===== src/rtl/pipe_ctrl.sv =====
// Pipeline stall controller and EX-stage multi-cycle sequencer (madd/msub, divide).
// Merges ID/MEM stall requests with EX sequencing into the stop vector and drives the divider handshake.
module pipe_ctrl #(
    parameter int DIV_MAX_CYCLES = 40
) (
    input  logic       clk,
    input  logic       rst_n,
    input  logic       stallreq_id,
    input  logic       stallreq_mem,
    input  logic       ex_madd_i,
    input  logic       ex_div_i,
    input  logic       div_ready_i,
    input  logic       flush_i,
    output logic [5:0] stop,
    output logic       div_start_o,
    output logic       div_annul_o,
    output logic       div_timeout_o,
    output logic       ex_busy_o
);

    typedef enum logic [1:0] {
        IDLE     = 2'd0,
        MADD2    = 2'd1,
        DIV_WAIT = 2'd2
    } state_t;

    localparam logic [5:0] DCNT_LAST = 6'(DIV_MAX_CYCLES - 1);

    localparam logic [5:0] STOP_NONE = 6'b000000;
    localparam logic [5:0] STOP_ID   = 6'b000111;
    localparam logic [5:0] STOP_EX   = 6'b001111;
    localparam logic [5:0] STOP_MEM  = 6'b011111;

    state_t     state, state_nxt;
    logic [5:0] dcnt, dcnt_nxt;
    logic       hold;
    logic       timeout_hit;
    logic       ex_stall;

    assign hold = stallreq_mem & ~flush_i;

    // NOTE: sequential state uses non-blocking assignments so every register samples pre-edge values.
    always_ff @(posedge clk) begin
        if (!rst_n) begin
            state         <= IDLE;
            dcnt          <= '0;
            div_timeout_o <= 1'b0;
        end else begin
            state <= state_nxt;
            dcnt  <= dcnt_nxt;
            if (timeout_hit)
                div_timeout_o <= 1'b1;
        end
    end

    // NOTE: every combinational output gets a default first so no path can infer a latch.
    always_comb begin
        state_nxt   = state;
        dcnt_nxt    = dcnt;
        timeout_hit = 1'b0;
        if (flush_i) begin
            state_nxt = IDLE;
            dcnt_nxt  = '0;
        end else if (!hold) begin
            unique case (state)
                IDLE: begin
                    // madd wins if both are flagged; that combination is illegal anyway
                    if (ex_madd_i) begin
                        state_nxt = MADD2;
                    end else if (ex_div_i) begin
                        state_nxt = DIV_WAIT;
                        dcnt_nxt  = '0;
                    end
                end
                MADD2: state_nxt = IDLE;
                DIV_WAIT: begin
                    if (div_ready_i) begin
                        state_nxt = IDLE;
                    end else if (dcnt == DCNT_LAST) begin
                        state_nxt   = IDLE;
                        timeout_hit = 1'b1;
                    end else begin
                        dcnt_nxt = dcnt + 6'd1;
                    end
                end
                default: state_nxt = IDLE;
            endcase
        end
    end

    always_comb begin
        ex_stall    = 1'b0;
        stop        = STOP_NONE;
        div_start_o = 1'b0;
        div_annul_o = 1'b0;
        ex_busy_o   = 1'b0;
        unique case (state)
            IDLE:     ex_stall = ex_madd_i | ex_div_i;
            MADD2:    ex_stall = 1'b0;
            DIV_WAIT: ex_stall = ~div_ready_i;
            default:  ex_stall = 1'b0;
        endcase
        if (rst_n) begin
            if (flush_i)           stop = STOP_NONE;
            else if (stallreq_mem) stop = STOP_MEM;
            else if (ex_stall)     stop = STOP_EX;
            else if (stallreq_id)  stop = STOP_ID;
            // a ready level seen in IDLE is stale, so start is gated only by the EX opcode
            div_start_o = (state == IDLE) & ex_div_i & ~ex_madd_i & ~hold & ~flush_i;
            div_annul_o = ((state == DIV_WAIT) & flush_i) | timeout_hit;
            ex_busy_o   = (state != IDLE);
        end
    end

endmodule


===== config.mk =====
export PLATFORM = sky130hd
export DESIGN_NAME = pipe_ctrl
export DESIGN_NICKNAME = d
export VERILOG_FILES = /design/src/rtl/pipe_ctrl.sv
export SDC_FILE = /design/constraint.sdc
export NUM_CORES = 1
export LEC_CHECK = 0
export CAP_MARGIN = 10
export CORE_MARGIN = 1.5
export CORE_UTILIZATION = 45
export CTS_CLUSTER_DIAMETER = 100
export CTS_CLUSTER_SIZE = 40
export DETAILED_ROUTE_END_ITERATION = 8
export HOLD_SLACK_MARGIN = 0.05
export PLACE_DENSITY = 0.76
export SYNTH_ARGS = -nofsm -noshare
export SYNTH_HDL_FRONTEND = slang
export SYNTH_SLANG_ARGS = --single-unit

===== constraint.sdc =====
create_clock -name clk -period 2.4 [get_ports clk]
set_input_delay 0.48 -clock clk [delete_from_list [all_inputs] [get_ports clk]]
set_output_delay 0.48 -clock clk [all_outputs]
set_load 0.03 [all_outputs]

==> out/qor.csv <==
metric,value,unit
CP required,1.92,ns
Max Slew Vio Count,0,
Max H-tree Level,1,
layout cells sized above 1,0.240,
CP Capture Type,output port,
Unique masters post-synth,36,
DR WL/cell,14.0,um
syn avg cell area,8.33,um2
register area share after synthesis,0.285,
Syn Nets,85,
# rows,13,
IO buf count,16,
routing usage on met2,0.393,
VDD IR max,253,uV
RSZ-0062 raised after global routing,no,
startpoint types,primary input,
largest net degree at the start of global routing,11,
Worst-Skew Late Latency,0.27,ns
Filler Cells Inserted,121,
core region area,0.00130,mm2
gr ovfl total,0,
antenna violations before repair,0,
Routed Wire Length,1610,um
DRC viols,0,
total power,0.000366,W
Post-CTS Hold Buffers,0,
clk sinks,9,
Vias,659,
PnR worst setup slack,0.0551,ns
Tmin final,2.34,ns
"commonest non-fill, non-tap cell in the layout",buf_4,
DIE AREA,0.00164,mm2
ys async rst share,0,
pre-CTS setup slack,-0.244,ns
"Most Used Layer, Global Route",met2,
Pre-Repair DR Iteration Count,4,
Synth Instances,76,
post-CTS setup buffers,0,
Final Skew,0.00241,ns
# diodes,0,
status,"complete, no violations",
pwr/cell area,433,mW/mm2
1st-iter DRT viols,24,
clock transition at the registers of the reported paths,0.06,ns
CP Class,in2out,
Max Cap Violations,0,
CTS max path bufs,2,
CTS tree,done,
Final Cycle Share,0.977,
Total GRT Usage,0.243,
Starting Density,0.487,
synth warn,0,
vias in the first global route,587,
worst min-delay path class,reg2reg,
root buffer cell,clkbuf_4,
Worst Path Max Fanout,4,
"commonest non-fill, non-tap cells in the layout","buf_4 (13), dfxtp_1 (9), clkdlybuf4s50_1 (9), nor2_1 (6)",
final setup fails,0,
met1 usage,0.288,
crit path DAT,1.86,ns
Antenna Nets Post-Route,0,
mapped cell area,633,um2
Synth Register Bits,9,
Placer Congestion,0.809,
ys flop type,dfxtp_1,
Total Nets Final,110,
TritonCTS Buffers,3,
Max Clk Rate,426,MHz
Die Width,40.5,um
Static Leak,0.348,nW
num ports,18,
synth-to-layout area growth,33.6,%
Via density,5.73,
first-pass GRT wire length,2550,um
HPWL Detailed,1240,um
chip height,40.5,um
GRT met3 Usage,0.0833,
final hold viol count,0,
Post-synth EDFFs,0,
==> cell usage after synthesis (2+ instances only) <==
master	number	area [um2]
dfxtp_1	9	180
nor2_1	6	22.5
nand2_1	5	18.8
nand3_1	5	25.0
a211oi_1	4	30.0
nor3_1	4	20.0
a21oi_1	3	15.0
buf_4	3	22.5
inv_1	3	11.3
o32ai_1	3	26.3
and3_1	2	12.5
buf_2	2	10.0
nand2b_1	2	12.5
nor2b_1	2	12.5
o21a_1	2	15.0
==> metal layers <==
metal	share of wire	vias up
li1	-	335
met1	0.46	305
met2	0.48	15
met3	0.045	4
met4	0.017	0
met5	0	-
==> cell type report <==
cell class                 instances  area (um2)  area share
multi-input combinational         58         398       0.470
timing repair buffer              26         211       0.250
sequential                         9         180       0.213
clock buffer                       4        26.3      0.0311
tap                               15        18.8      0.0222
inverter                           3        11.3      0.0133
==> power breakdown <==
| part | leakage, nW | switching [W] | internal, W |
|---|---|---|---|
| Clock | 0.0150 | 0.0000560 | 0.0000643 |
| Combinational | 0.261 | 0.0000487 | 0.0000435 |
| Sequential | 0.0727 | 0.00000256 | 0.000151 |
==> worst max-delay path, cell delays in order <==
cell and delay [ns]:
clkdlybuf4s50_1 0.48, buf_4 0.12, o21a_1 0.11, clkdlybuf4s50_1 0.66
==> path summary, 6_finish.rpt <==
path | startpoint | end | slack, ns | depth (start not counted)
setup reg to reg | state[1] | dcnt[5] | 0.83 | 5
hold reg to reg | div_timeout_o | div_timeout_o | 0.47 | 1
hold / removal | div_timeout_o | div_timeout_o | 0.47 | 1
setup / recovery | rst_n | ex_busy_o | 0.06 | 4
==> through the flow <==
stage / hold WS (ns) / utilization / instance area (um2) / std cells / setup TNS [ns]
2_1_floorplan: 0.449 / - / 633 / 76 / 0
3_3_place_gp: 0.457 / 0.642 / 836 / 111 / -0.701
6_report: 0.470 / 0.650 / 846 / 115 / 0
5_1_grt: 0.510 / 0.650 / 846 / 115 / 0
3_5_place_dp: 0.458 / 0.642 / 836 / 111 / -0.873
4_1_cts: 0.477 / 0.659 / 857 / 115 / 0
==> flip-flops by register name, indices dropped and copies added (netlist names) <==
register and cells:
dcnt 6, div_timeout_o 1, state 2
==> timing repair <==
item                                    in CTS  in global routing
resized for setup                            4                  6
pin swaps                                    0                  0
endpoints found under the setup margin       4                  3
==> cells by family (layout without fill, tap and decap cells) <==
family / Yosys count / count (layout) / share of synthesized area
and+or+nand+nor: 34 / 34 / 0.302
muxes: 2 / 2 / 0.0395
DFF: 9 / 9 / 0.285
adders and majority gates: 1 / 1 / 0.0198
buffers and inverters: 9 / 33 / 0.0870
AOI/OAI and AO/OA: 20 / 20 / 0.261
other: 1 / 1 / 0.00592
Note: power is estimated with default switching activity, not from simulation.
